--- src/rtl/uart_tx_mmio.sv ---
// Memory-mapped 8N1 UART transmitter: bus stores fill a small byte FIFO
// that a baud-timed serializer drains onto the tx line.
module uart_tx_mmio #(
    parameter int          CLKS_PER_BIT = 16,
    parameter int          FIFO_DEPTH   = 4,
    parameter logic [31:0] TX_ADDR      = 32'h0000_0400,
    parameter logic [31:0] STAT_ADDR    = 32'h0000_0404
) (
    input  logic        clk,
    input  logic        reset,
    input  logic        we,
    input  logic [31:0] addr,
    input  logic [31:0] wdata,
    output logic [31:0] rdata,
    output logic        tx,
    output logic        busy
);

    localparam int CW = (CLKS_PER_BIT > 1) ? $clog2(CLKS_PER_BIT) : 1;
    localparam int PW = $clog2(FIFO_DEPTH);
    localparam int NW = PW + 1;
    localparam logic [CW-1:0] CNT_LAST = CW'(CLKS_PER_BIT - 1);
    localparam logic [NW-1:0] DEPTH_N  = NW'(FIFO_DEPTH);

    localparam logic [1:0] ST_IDLE  = 2'd0;
    localparam logic [1:0] ST_START = 2'd1;
    localparam logic [1:0] ST_DATA  = 2'd2;
    localparam logic [1:0] ST_STOP  = 2'd3;

    logic [7:0]    fifo_mem_r [FIFO_DEPTH];
    logic [PW-1:0] wr_ptr_r;
    logic [PW-1:0] rd_ptr_r;
    logic [NW-1:0] count_r;
    logic          overflow_r;
    logic [1:0]    state_r;
    logic [CW-1:0] cyc_r;
    logic [2:0]    bit_idx_r;
    logic [7:0]    shift_r;
    logic          tx_r;

    logic          fifo_empty_s;
    logic          fifo_full_s;
    logic          bit_end_s;
    logic          push_req_s;
    logic          push_ok_s;
    logic          drop_s;
    logic          ovf_clr_s;
    logic          pop_s;
    logic [7:0]    head_s;
    logic          unused_s;

    assign fifo_empty_s = (count_r == {NW{1'b0}});
    assign fifo_full_s  = (count_r == DEPTH_N);
    assign bit_end_s    = (cyc_r == CNT_LAST);
    assign push_req_s   = we && (addr == TX_ADDR);
    assign ovf_clr_s    = we && (addr == STAT_ADDR) && wdata[3];
    assign push_ok_s    = push_req_s && (!fifo_full_s || pop_s);
    assign drop_s       = push_req_s && fifo_full_s && !pop_s;
    assign head_s       = fifo_mem_r[rd_ptr_r];
    assign unused_s     = ^wdata[31:8];

    // The serializer takes the FIFO head when idle or at the very end of a stop bit.
    always_comb begin
        pop_s = 1'b0;
        case (state_r)
            ST_IDLE: pop_s = !fifo_empty_s;
            ST_STOP: pop_s = bit_end_s && !fifo_empty_s;
            default: pop_s = 1'b0;
        endcase
    end

    // Status register read mux.
    always_comb begin
        rdata = 32'h0000_0000;
        if (addr == STAT_ADDR) begin
            rdata = {28'h000_0000, overflow_r, fifo_empty_s, fifo_full_s,
                     (state_r != ST_IDLE)};
        end else begin
            rdata = 32'h0000_0000;
        end
    end

    // FIFO storage; data words carry no reset value.
    always_ff @(posedge clk) begin
        if (!reset && push_ok_s) begin
            fifo_mem_r[wr_ptr_r] <= wdata[7:0];
        end
    end

    // FIFO pointers, occupancy and the sticky overflow flag.
    always_ff @(posedge clk) begin
        if (reset) begin
            wr_ptr_r   <= {PW{1'b0}};
            rd_ptr_r   <= {PW{1'b0}};
            count_r    <= {NW{1'b0}};
            overflow_r <= 1'b0;
        end else begin
            if (push_ok_s) begin
                wr_ptr_r <= wr_ptr_r + PW'(1'b1);
            end
            if (pop_s) begin
                rd_ptr_r <= rd_ptr_r + PW'(1'b1);
            end
            count_r <= count_r + NW'(push_ok_s) - NW'(pop_s);
            if (drop_s) begin
                overflow_r <= 1'b1;
            end else if (ovf_clr_s) begin
                overflow_r <= 1'b0;
            end
        end
    end

    // Frame serializer; tx is registered so the bus never reaches the line combinationally.
    always_ff @(posedge clk) begin
        if (reset) begin
            state_r   <= ST_IDLE;
            cyc_r     <= {CW{1'b0}};
            bit_idx_r <= 3'd0;
            shift_r   <= 8'h00;
            tx_r      <= 1'b1;
        end else begin
            case (state_r)
                ST_IDLE: begin
                    cyc_r <= {CW{1'b0}};
                    if (pop_s) begin
                        shift_r <= head_s;
                        state_r <= ST_START;
                        tx_r    <= 1'b0;
                    end else begin
                        tx_r    <= 1'b1;
                    end
                end
                ST_START: begin
                    if (bit_end_s) begin
                        cyc_r     <= {CW{1'b0}};
                        bit_idx_r <= 3'd0;
                        state_r   <= ST_DATA;
                        tx_r      <= shift_r[0];
                    end else begin
                        cyc_r <= cyc_r + CW'(1'b1);
                    end
                end
                ST_DATA: begin
                    if (bit_end_s) begin
                        cyc_r   <= {CW{1'b0}};
                        shift_r <= {1'b0, shift_r[7:1]};
                        if (bit_idx_r == 3'd7) begin
                            state_r <= ST_STOP;
                            tx_r    <= 1'b1;
                        end else begin
                            bit_idx_r <= bit_idx_r + 3'd1;
                            tx_r      <= shift_r[1];
                        end
                    end else begin
                        cyc_r <= cyc_r + CW'(1'b1);
                    end
                end
                ST_STOP: begin
                    if (bit_end_s) begin
                        cyc_r <= {CW{1'b0}};
                        if (pop_s) begin
                            shift_r <= head_s;
                            state_r <= ST_START;
                            tx_r    <= 1'b0;
                        end else begin
                            state_r <= ST_IDLE;
                            tx_r    <= 1'b1;
                        end
                    end else begin
                        cyc_r <= cyc_r + CW'(1'b1);
                    end
                end
                default: begin
                    state_r <= ST_IDLE;
                    cyc_r   <= {CW{1'b0}};
                    tx_r    <= 1'b1;
                end
            endcase
        end
    end

    assign tx   = tx_r;
    assign busy = (state_r != ST_IDLE) || !fifo_empty_s;

endmodule

--- config.mk ---
export PLATFORM = sky130hd
export DESIGN_NAME = uart_tx_mmio
export DESIGN_NICKNAME = d
export VERILOG_FILES = /design/src/rtl/uart_tx_mmio.sv
export SDC_FILE = /design/constraint.sdc
export NUM_CORES = 1
export LEC_CHECK = 0
export CAP_MARGIN = 5
export CORE_ASPECT_RATIO = 2
export CORE_MARGIN = 4
export CORE_UTILIZATION = 24
export CTS_CLUSTER_DIAMETER = 100
export DETAILED_ROUTE_END_ITERATION = 8
export DONT_BUFFER_PORTS = 1
export GPL_TIMING_DRIVEN = 0
export PLACE_DENSITY = 0.33
export SYNTH_ARGS = -nofsm -noshare
export SYNTH_HDL_FRONTEND = slang
export SYNTH_SLANG_ARGS = --single-unit
--- constraint.sdc ---
create_clock -name clk -period 2.85 [get_ports clk]
set_input_delay 0.285 -clock clk [delete_from_list [all_inputs] [get_ports clk]]
set_output_delay 0.285 -clock clk [all_outputs]
set_load 0.005 [all_outputs]
==> results <==
- Setup repair after global routing left no endpoint under its margin.
- The portion of synthesized cell area occupied by the leading cell type is 0.317.
- The pin count of the biggest net entering global routing is 11.
- The part of the cycle the worst path needs is 0.935.
- The gate count after technology mapping is approximately 250.
- The combinational share of power is 0.388.
- The insertion delay to the later sink of the worst-skew pair is approximately 0.32 ns.
- Yosys attributes the largest share of cell area to edfxtp_1 (32%), dfxtp_1 (18%), buf_4 (6.9%).
- Once placement finished, the instance area stood at around 3300 um2.
- The worst path required time is a little over 3 ns.
- The switching fraction of total power is 0.343.
- The count of endpoints failing hold in the final timing report was 0.
- After the flow finishes, the layout carries non-filler instances totaling about 440.
- The main combinational cell family by area after synthesis is simple AND/OR/NAND/NOR gates.
- The mean area per synthesized cell is roughly 12 um2.
- Across all setup checks in the final design, the least slack found is around 0.19 ns.
- The number of placed instances with taps included is between 400 and 500.
- The critical path goes through inv_1, ha_2, a41oi_4, o21ai_1, nand4_1, buf_4, o21ai_0, ha_1, fa_1, xnor2_1, xnor2_1, nor2_1.
- The total standard cell area after synthesis is between 3000 and 4000 um2.
- STA classifies the critical path endpoint as a flip-flop.
- The number of buffers created by CTS is 9.
- Synthesis instantiated 50 different standard cells from the library.
- The worst-case IR drop observed on VDD is between 0.0003 and 0.0004 V.
- The initial standard-cell utilization of the core is 0.247.
- The per-cell via count in the routed design is ~4.4.
- Static timing analysis puts the maximum clock frequency at roughly 380 MHz.
- The number of H-tree branching levels is 3.
- Across every metal layer, demand over resource in global routing totals 0.105.
- TritonCTS built the clock tree.
- The area fraction in and, or, nand and nor cells after synthesis is 0.120.
- The analysis attributes to cell leakage a power of 1.38 nW.
- In this design, the stage delay of the slowest critical-path cell is roughly 0.4 ns.
- The adder and majority cell fraction of the synthesized area is 0.0603.
- In the synthesized netlist the async set-or-reset flop fraction comes to 0.
- Port buffering added 0 buffers.
- The routed design has 7100 um of wire.
- The site row count is 57.
- The finished cells cover between 3000 and 4000 um2.
- No sink is reached through more buffers than the 2 on the longest clock path.
- Setup violations remaining at the end of the flow were counted as 0.
- The xor and xnor fraction of the mapped netlist area is 0.0173.
- The number of design rule violations left after detail routing is 0.
- Of the cells placed in the final design, the portion with a size suffix greater than 1 is 0.245.
- The number of antenna violations at the first check in global routing is 0.
- The most numerous cell type found on the critical path is xnor2_1.
- The sequential fraction of design power is 0.323.
- The floorplan step set the die width to around 90 um.
- Measured on the finished design, the core utilization comes to 0.297.
- The repair_antennas step left the layout with diodes totalling 0.
- The tree built by TritonCTS fans out to 60 sinks.
- The startpoint type of the worst setup path is a flip-flop.
- The cell at the root of the clock tree is clkbuf_16.
- For this run, the register share of the synthesized area comes to 0.502.
- For the pin with the worst max-slew slack, the measured transition is just under 0.9 ns.
- The flip-flop and latch count after synthesis is 60.
- The synthesized design contains 32 enable-type register cells.
- The detail-routed net length per standard cell is approximately 16 um.
- The total overflow left after global routing is 0.
- The count of nets after finishing is 367.
- Leaving out fill and tap cells, the most frequent cell in the layout is edfxtp_1.
- The critical path class is reg -> reg.
- After legalization and detailed placement, the total HPWL measured 5590 um.
- The fraction of the mapped netlist area in compound gates is 0.104.
- For the worst setup path, the data arrival time is ~2.9 ns.
- The setup slack at placement is -0.120 ns.
- The minimum period implied by the final worst setup slack is roughly 2.7 ns.
- The first routing iteration left 60 violations.
- For this design the ratio of total power to cell area is between 900 and 1000 nW/um2.
- During synthesis, Yosys emitted a total of 0 warnings.
- Clock-pin slew was measured on the worst setup and hold paths at around 0.050 ns.
- The critical-path cell with the highest stage delay is dfxtp_1.
- The proportion of power drawn by the clock network is 0.289.
- The post-cts hold buffer count is 0.
- The portion of synthesized area spent on multiplexers is 0.0995.
- The number of global-route vias before repair is roughly 2.1k.
- The routed layout has 1917 vias.
- The congestion estimate from routability-driven global placement came to between 0.7 and 0.8.
- For this run, the detailed router's first-pass iteration total came to 4.
- The area overhead of the layout relative to synthesis is 20.0%.
- The worst hold path class is in -> reg.
- The region available for standard cell placement spans about 12000 um2.
- The final clock skew is around 0.0068 ns.
- The global-route wire length before repair is approximately 11000 um.
- Hold is met by around 0.055 ns.
- The worst-path maximum fanout is 5.
- The internal power is 2.17 mW.
- The die covers between 10000 and 15000 um2.
- The max-slew violation count came to 0.
- Max-cap violations in this run came to 0.
- Leaving out fill and tap cells, the most frequent cells in the layout are edfxtp_1 (32), buf_4 (31), dfxtp_1 (28), conb_1 (28), nor2_1 (15).
- The normalized max-slew margin is 0.403.
- The number of nets with antenna violations after detailed routing is 0.
- Summed over all nets, the switching power comes to 1.14 mW.
- The I/O pin count is between 100 and 150.
- The die is between 150 and 200 um tall.
- The total power draw is about 3.3 mW.
- The library cell occupying the most area in the post-synthesis netlist is edfxtp_1.
- The main flop type after synthesis is edfxtp_1.
- The sum of negative setup slack is 0 ns.
- The run finished with clean final reports.
## flip-flops by register name, indices dropped and copies added, names as in the netlist, named ones only
register    cells
shift_r         8
fifo_mem_r     32
state_r         2
rd_ptr_r        2
bit_idx_r       3
overflow_r      1
cyc_r           4
wr_ptr_r        2
tx              1
count_r         3
## critical path: cells and delay by family (launching register included)
family	cells	cell delay (ns)
DFF	1	0.40
and+or+nand+nor	2	0.20
buffers and inverters	2	0.24
AOI/OAI and AO/OA	3	0.49
xor gates and xnor gates	2	0.34
adders and majority gates	3	0.84
## power by group through the flow
| stage | logic, mW | clock network, mW | registers [mW] |
|---|---|---|---|
| after floorplan | 0.995 | 0 | 1.07 |
| after global placement | 1.27 | 0 | 1.08 |
| after detailed placement | 1.26 | 0 | 1.08 |
| after CTS | 1.30 | 0.989 | 1.07 |
| after global routing | 1.43 | 1.03 | 1.08 |
| final | 1.28 | 0.956 | 1.07 |
## final timing paths
kind              cells past startpoint  slack [ns]                to        from
hold reg to reg                       1        0.45          cyc_r[0]    cyc_r[0]
setup reg to reg                     12        0.19        count_r[2]  state_r[1]
hold / removal                        0        0.05  fifo_mem_r[0][2]    wdata[2]
setup / recovery                     12        0.19        count_r[2]  state_r[1]
## synth_stat cells, types with 3 or more instances
library cell  count
ha_1             13
buf_4            28
dfxtp_1          28
mux2i_1          11
nand2_1           6
a311oi_1          6
clkbuf_1          5
nor4_1            6
and4_1            4
o21ai_0           5
nand4_1           3
nand2b_1          3
inv_1             8
edfxtp_1         32
xnor2_1           5
a21oi_1           7
mux4_2            8
and3_1            4
nor2_1           15
nor3b_1           6
nand3_1           4
## final cells by class
type                       count  area, um2
buffer                        36        258
clock buffer                  12        246
clock inverter                 3       15.0
fill                        1315       8630
inverter                       8       30.0
multi-input combinational    168       1360
sequential                    60       1520
tap                          147        184
timing repair buffer           3       22.5
## routing by layer
| metal | vias to the layer above | global-route usage | part of all wire |
|---|---|---|---|
| met5 | - | 0 | 0 |
| met4 | 0 | 0.0521 | 0.023 |
| met3 | 12 | 0.0222 | 0.044 |
| met2 | 43 | 0.199 | 0.60 |
| met1 | 913 | 0.101 | 0.34 |
| li1 | 949 | - | - |
## repair_timing
action | in CTS | in global routing
buffers inserted | 2 | 1
pin swaps | 1 | 0
setup endpoints to repair | 29 | 17
gates resized for setup | 2 | 1
## cells by family (layout without fill, tap and decap cells)
group / Yosys count / count (layout)
compound gates: 38 / 38
xor+xnor: 6 / 6
fa+ha+maj: 14 / 14
buf+inv: 45 / 62
flops: 60 / 60
mux: 20 / 20
other cells: 1 / 28
simple gates: 62 / 62
Power figures use the tool's default switching activity.
